--- src/rtl/qdec_step_gen_if.sv ---
// qdec_step_gen_if: encoder inputs, step/direction/error outputs of the quadrature front end.
// The index pair idx_in/idx_clr exists only when QDEC_INDEX_EN is defined.
interface qdec_step_gen_if;
    logic en;
    logic a_in;
    logic b_in;
    logic err_clr;
    logic step;
    logic up_down;
    logic err;
`ifdef QDEC_INDEX_EN
    logic idx_in;
    logic idx_clr;

    modport master (
        output en, a_in, b_in, err_clr, idx_in,
        input  step, up_down, err, idx_clr
    );
    modport slave (
        input  en, a_in, b_in, err_clr, idx_in,
        output step, up_down, err, idx_clr
    );
`else
    modport master (
        output en, a_in, b_in, err_clr,
        input  step, up_down, err
    );
    modport slave (
        input  en, a_in, b_in, err_clr,
        output step, up_down, err
    );
`endif
endinterface : qdec_step_gen_if

--- src/rtl/qdec_step_gen.sv ---
// qdec_step_gen: synchronise, glitch-filter and Gray-decode encoder A/B into step/up_down/err.
// Optional index channel (idx_in -> idx_clr) is built when QDEC_INDEX_EN is defined.
module qdec_step_gen #(
    parameter int FILT_CNT = 2,
    parameter int MODE     = 4
) (
    input  logic           clk,
    input  logic           rstn,
    qdec_step_gen_if.slave bus
);

`ifdef QDEC_INDEX_EN
    localparam int NCH  = 3;
    localparam int CH_I = 2;
`else
    localparam int NCH  = 2;
`endif
    localparam int CW = 4;
    localparam logic [CW-1:0] FILT_LAST = CW'(FILT_CNT - 1);

    if (FILT_CNT < 1 || FILT_CNT > 15) begin : g_bad_filt_cnt
        $error("qdec_step_gen: FILT_CNT must be in 1..15");
    end
    if (MODE != 1 && MODE != 2 && MODE != 4) begin : g_bad_mode
        $error("qdec_step_gen: MODE must be 1, 2 or 4");
    end

    typedef enum logic {
        S_INIT,
        S_TRACK
    } state_t;

    // Forward Gray order on {A,B}: 00 -> 10 -> 11 -> 01 -> 00.
    function automatic logic is_fwd(input logic [1:0] p, input logic [1:0] c);
        case ({p, c})
            4'b00_10, 4'b10_11, 4'b11_01, 4'b01_00: is_fwd = 1'b1;
            default:                                is_fwd = 1'b0;
        endcase
    endfunction

    function automatic logic mode_qual(input logic [1:0] p, input logic [1:0] c);
        case (MODE)
            1:       mode_qual = ({p, c} == 4'b00_10) || ({p, c} == 4'b10_00);
            2:       mode_qual = (p[1] != c[1]);
            4:       mode_qual = 1'b1;
            default: mode_qual = 1'b0;
        endcase
    endfunction

    state_t         state;
    state_t         state_nxt;
    logic           init_cnt;
    logic           init_cnt_nxt;
    logic           init_load;
    logic [NCH-1:0] raw_in;
    logic [NCH-1:0] s1;
    logic [NCH-1:0] s2;
    logic [NCH-1:0] filt;
    logic [CW-1:0]  cnt [NCH];
    logic [1:0]     cur_ab;
    logic [1:0]     prev_ab;
    logic [1:0]     prev_ab_nxt;
    logic [1:0]     ab_diff;
    logic           step_q;
    logic           step_nxt;
    logic           up_down_q;
    logic           up_down_nxt;
    logic           err_q;
    logic           err_nxt;

`ifdef QDEC_INDEX_EN
    logic prev_idx;
    logic prev_idx_nxt;
    logic idx_clr_q;
    logic idx_clr_nxt;

    assign raw_in      = {bus.idx_in, bus.a_in, bus.b_in};
    assign bus.idx_clr = idx_clr_q;
`else
    assign raw_in = {bus.a_in, bus.b_in};
`endif

    // NOTE: synchroniser flops carry no reset so s2 already holds the live input level when S_INIT samples it.
    always_ff @(posedge clk) begin
        s1 <= raw_in;
        s2 <= s1;
    end

    // A channel is accepted only after FILT_CNT consecutive cycles disagreeing with filt.
    always_ff @(posedge clk) begin
        if (!rstn) begin
            filt <= '0;
            for (int i = 0; i < NCH; i++) cnt[i] <= '0;
        end else if (state == S_INIT) begin
            for (int i = 0; i < NCH; i++) cnt[i] <= '0;
            if (init_load) filt <= s2;
        end else begin
            for (int i = 0; i < NCH; i++) begin
                if (s2[i] == filt[i]) begin
                    cnt[i] <= '0;
                end else if (cnt[i] == FILT_LAST) begin
                    filt[i] <= s2[i];
                    cnt[i]  <= '0;
                end else begin
                    cnt[i] <= cnt[i] + 1'b1;
                end
            end
        end
    end

    assign cur_ab  = filt[1:0];
    assign ab_diff = prev_ab ^ cur_ab;

    // NOTE: every signal written here gets a default first so no latch can be inferred.
    always_comb begin
        state_nxt    = state;
        init_cnt_nxt = init_cnt;
        init_load    = 1'b0;
        prev_ab_nxt  = prev_ab;
        step_nxt     = 1'b0;
        up_down_nxt  = up_down_q;
        err_nxt      = err_q & ~bus.err_clr;
`ifdef QDEC_INDEX_EN
        prev_idx_nxt = prev_idx;
        idx_clr_nxt  = 1'b0;
`endif
        case (state)
            S_INIT: begin
                init_cnt_nxt = 1'b1;
                if (init_cnt) begin
                    init_load   = 1'b1;
                    prev_ab_nxt = s2[1:0];
`ifdef QDEC_INDEX_EN
                    prev_idx_nxt = s2[CH_I];
`endif
                    state_nxt   = S_TRACK;
                end
            end
            S_TRACK: begin
                // prev_ab follows filt even when disabled, so re-enabling never replays old motion.
                prev_ab_nxt = cur_ab;
                if (ab_diff == 2'b11) begin
                    err_nxt = 1'b1;
                end else if (ab_diff != 2'b00 && bus.en && mode_qual(prev_ab, cur_ab)) begin
                    step_nxt    = 1'b1;
                    up_down_nxt = is_fwd(prev_ab, cur_ab);
                end
`ifdef QDEC_INDEX_EN
                prev_idx_nxt = filt[CH_I];
                idx_clr_nxt  = bus.en && filt[CH_I] && !prev_idx && (cur_ab == 2'b00);
`endif
            end
            default: state_nxt = S_INIT;
        endcase
    end

    // NOTE: sequential state uses non-blocking assignment so every flop updates from pre-edge values.
    always_ff @(posedge clk) begin
        if (!rstn) begin
            state     <= S_INIT;
            init_cnt  <= 1'b0;
            prev_ab   <= 2'b00;
            step_q    <= 1'b0;
            up_down_q <= 1'b1;
            err_q     <= 1'b0;
        end else begin
            state     <= state_nxt;
            init_cnt  <= init_cnt_nxt;
            prev_ab   <= prev_ab_nxt;
            step_q    <= step_nxt;
            up_down_q <= up_down_nxt;
            err_q     <= err_nxt;
        end
    end

`ifdef QDEC_INDEX_EN
    always_ff @(posedge clk) begin
        if (!rstn) begin
            prev_idx  <= 1'b0;
            idx_clr_q <= 1'b0;
        end else begin
            prev_idx  <= prev_idx_nxt;
            idx_clr_q <= idx_clr_nxt;
        end
    end
`endif

    assign bus.step    = step_q;
    assign bus.up_down = up_down_q;
    assign bus.err     = err_q;

endmodule : qdec_step_gen

--- src/flat_wrapper.sv ---
// flat-port wrapper written by rule: the top's interface ports become plain ports
module qdec_step_gen_flat 
#(
    parameter int FILT_CNT = 2,
    parameter int MODE     = 4
)
  (clk, rstn, bus_en, bus_a_in, bus_b_in, bus_err_clr, bus_step, bus_up_down, bus_err);
  qdec_step_gen_if bus_i ();
  input  logic clk;
  input  logic rstn;
  input wire logic [$bits(bus_i.en)-1:0] bus_en;
  input wire logic [$bits(bus_i.a_in)-1:0] bus_a_in;
  input wire logic [$bits(bus_i.b_in)-1:0] bus_b_in;
  input wire logic [$bits(bus_i.err_clr)-1:0] bus_err_clr;
  output wire logic [$bits(bus_i.step)-1:0] bus_step;
  output wire logic [$bits(bus_i.up_down)-1:0] bus_up_down;
  output wire logic [$bits(bus_i.err)-1:0] bus_err;
  assign bus_i.en = bus_en;
  assign bus_i.a_in = bus_a_in;
  assign bus_i.b_in = bus_b_in;
  assign bus_i.err_clr = bus_err_clr;
  assign bus_step = bus_i.step;
  assign bus_up_down = bus_i.up_down;
  assign bus_err = bus_i.err;
  qdec_step_gen #(.FILT_CNT(FILT_CNT), .MODE(MODE)) u_core (.clk(clk), .rstn(rstn), .bus(bus_i));
endmodule
--- config.mk ---
export PLATFORM = sky130hd
export DESIGN_NAME = qdec_step_gen_flat
export DESIGN_NICKNAME = d
export VERILOG_FILES = /design/src/rtl/qdec_step_gen_if.sv /design/src/rtl/qdec_step_gen.sv /design/src/flat_wrapper.sv
export SDC_FILE = /design/constraint.sdc
export NUM_CORES = 1
export LEC_CHECK = 0
export BUFFER_PORTS_ARGS = -buffer_cell sky130_fd_sc_hd__buf_2
export CORE_MARGIN = 2
export CORE_UTILIZATION = 50
export CTS_CLUSTER_SIZE = 28
export DETAILED_ROUTE_END_ITERATION = 10
export PLACE_DENSITY_LB_ADDON = 0.12
export SYNTH_ARGS = -nofsm -noshare
export SYNTH_HDL_FRONTEND = slang
export SYNTH_SLANG_ARGS = --single-unit
--- constraint.sdc ---
create_clock -name clk -period 1.39 [get_ports clk]
set_input_delay 0.278 -clock clk [delete_from_list [all_inputs] [get_ports clk]]
set_output_delay 0.278 -clock clk [all_outputs]
set_load 0.03 [all_outputs]
==> impl_metrics.env <==
export IMPL_status="finished, violations left"
export IMPL_violations="negative setup slack"
export IMPL_routed_via_density=4.79
export IMPL_dieArea_sq_um=2270
export IMPL_critPathSlowestCell="edfxtp_1"
export IMPL_grt_pass1_wl_microns=2510
export IMPL_avgSynthCellArea_sq_um=10.6
export IMPL_drcViolationCount=0
export IMPL_syn_inst=90
export IMPL_final_core_util_pct=66.7
export IMPL_hold_violations=0
export IMPL_start_util_pct=53.9
export IMPL_ys_seq_area_share_pct=52.6
export IMPL_antenna_found_initial=0
export IMPL_fin_crit_sh_pct=106
export IMPL_grt_max_degree=16
export IMPL_hold_class="input pin to flop"
export IMPL_arrival_ns=1.52
export IMPL_fin_ws_ns=-0.0814
export IMPL_rsz0062_at_grt="true"
export IMPL_coreArea_sq_um=1760
export IMPL_synth_top_cells_by_area="dfxtp_1 27%, edfxtp_1 25%, xor2_1 5.5%"
export IMPL_synth_top_area_share_pct=27.4
export IMPL_cp_required_ns=1.44
export IMPL_setup_viol=6
export IMPL_finalPower_w=0.00114
export IMPL_critPathTopFamily="simple AND/OR/NAND/NOR gates"
export IMPL_gp_congestion=0.693
export IMPL_grt_ovfl_total=0
export IMPL_row_count=15
export IMPL_insertion_delay_ns=0.29
export IMPL_final_layout_size_suffix_gt1_share_pct=26.3
export IMPL_powerDensity_nw_per_um2=973
export IMPL_skew_ns=0.00234
export IMPL_report_final_slew_viol_count=0
export IMPL_yosysTopAreaCell="dfxtp_1"
export IMPL_path_class="flop to flop"
export IMPL_layout_min_cycle_time_ns=1.47
export IMPL_routedWlPerCell_microns=10.6
export IMPL_clock_fmax_mhz=680
export IMPL_cts_max_level=1
export IMPL_ir_drop_v=0.000689
export IMPL_nNetsFinal=129
export IMPL_grt_pass1_vias=608
export IMPL_path_cells="inv_1, ha_2, or3b_4, nand4_1, nor2_1"
export IMPL_cts_buffers=3
export IMPL_drtIter0Drc=2
export IMPL_yosysWarnings=0
export IMPL_die_w_microns=47.6
export IMPL_grtUsageTotal_pct=15.6
export IMPL_first_pass_iters=4
export IMPL_maxCapViolCount=0
export IMPL_ant_nets=0
export IMPL_area_growth_pct=23.7
export IMPL_routed_wl_microns=1520
export IMPL_fin_cells=143
export IMPL_via_count=685
export IMPL_synth_area_sq_um=951
export IMPL_ios=9
export IMPL_fin_area_sq_um=1180
export IMPL_yosys_cell_types_count=26
export IMPL_dpl_hpwl_microns=1120
export IMPL_diodes=0
export IMPL_critical_path_peak_fanout=3
export IMPL_crit_path_start_kind="flop"
export IMPL_clk_pin_slew_ns=0.11
export IMPL_io_buffers=8
export IMPL_static_leakage_power_nw=0.525
export IMPL_die_y_microns=47.6
export IMPL_crit_buf_inv=1
export IMPL_ys_ff_latch=21
export IMPL_place_area_sq_um=1100
export IMPL_fillers=156
export IMPL_clk_path_buf_depth=2
export IMPL_endpoint_kind="flop"
export IMPL_crit_path_max_incr_delay_ns=0.43
export IMPL_layout_common_cells="13 x buf_4, 13 x dfxtp_1, 10 x nor2_1"
export IMPL_clock_sinks=21
export IMPL_cts_root_buf="clkbuf_4"
export IMPL_dpl_cell_count=134
export IMPL_cts_tree="done"
==> stage by stage <==
stage | hold WS (ns) | setup TNS, ns | setup slack [ns]
final | 0.0814 | -0.332 | -0.0814
after global routing | 0.0681 | -0.790 | -0.148
after CTS | 0.0745 | -0.331 | -0.0720
after detailed placement | 0.315 | -0.295 | -0.0639
after global placement | 0.312 | -0.0573 | -0.0229
after floorplan | 0.306 | 0 | 0.0103
==> cell usage after synthesis <==
library cell and count:
conb_1 1, and4_1 1, o211ai_1 1, edfxtp_1 8
and2_1 2, nor2_1 10, ha_1 4, o21ai_0 2
xor2_1 6, nand3_1 4, nand4_1 3, o21a_1 1
nor2b_1 2, dfxtp_1 13, clkbuf_1 1, buf_2 2
a21boi_0 2, mux2i_1 4, xnor2_1 4, inv_1 5
nand2_1 7, or3b_2 2, xor2_2 1, clkbuf_2 1
a31oi_1 2, a32oi_1 1
==> power breakdown <==
part           internal (W)  switching [W]  total, W
clock              0.000111       0.000165  0.000276
sequential         0.000672      0.0000362  0.000709
combinational     0.0000831      0.0000766  0.000160
==> flip-flops by register name, summed over array words and instances, names as in the netlist <==
name / count
u_core.cur_ab: 2
u_core.prev_ab: 2
u_core.s1: 2
u_core.s2: 2
u_core.init_cnt: 1
u_core.bus.up_down: 1
u_core.cnt: 8
u_core.bus.err: 1
u_core.bus.step: 1
u_core.state: 1
==> path summary, 6_finish.rpt <==
path / depth (start not counted) / to / slack, ns / start
setup reg to reg: 5 / u_core.cnt[1][0] / -0.08 / u_core.cnt[1][1]
hold reg to reg: 0 / u_core.s2[1] / 0.34 / u_core.s1[1]
hold / removal: 1 / u_core.s1[0] / 0.08 / bus_b_in
setup / recovery: 5 / u_core.cnt[1][0] / -0.08 / u_core.cnt[1][1]
==> per-layer routing <==
| layer | GRT usage (%) | up-vias | part of all wire, % |
|---|---|---|---|
| met5 | 0 | - | 0 |
| met3 | 2.26 | 2 | 3.2 |
| met2 | 26.2 | 9 | 45 |
| met4 | 4.86 | 0 | 0.66 |
| li1 | - | 353 | - |
| met1 | 20.9 | 321 | 51 |
==> kinds of logic after synthesis <==
| family | synth area share (%) |
|---|---|
| other | 0.394 |
| xor gates and xnor gates | 10.9 |
| and+or+nand+nor | 16.2 |
| DFF | 52.6 |
| muxes | 4.21 |
| buffers and inverters | 3.95 |
| adders and majority gates | 5.26 |
| AOI/OAI and AO/OA | 6.45 |
==> layout make-up <==
class	instances	area (sq um)	share of cell area (%)
inverter	5	18.8	1.60
multi-input combinational	67	462	39.3
sequential	21	500	42.6
timing repair buffer	21	138	11.7
clock buffer	4	26.3	2.23
tap	25	31.3	2.66
==> repair_timing <==
| action | CTS | global route |
|---|---|---|
| hold buffers | 0 | 0 |
| endpoints found under the setup margin | 6 | 7 |
| resized for setup | 0 | 2 |
| buffers inserted | 3 | 2 |
| pin swaps | 2 | 2 |
No activity file was read; power rests on OpenSTA's default activity.
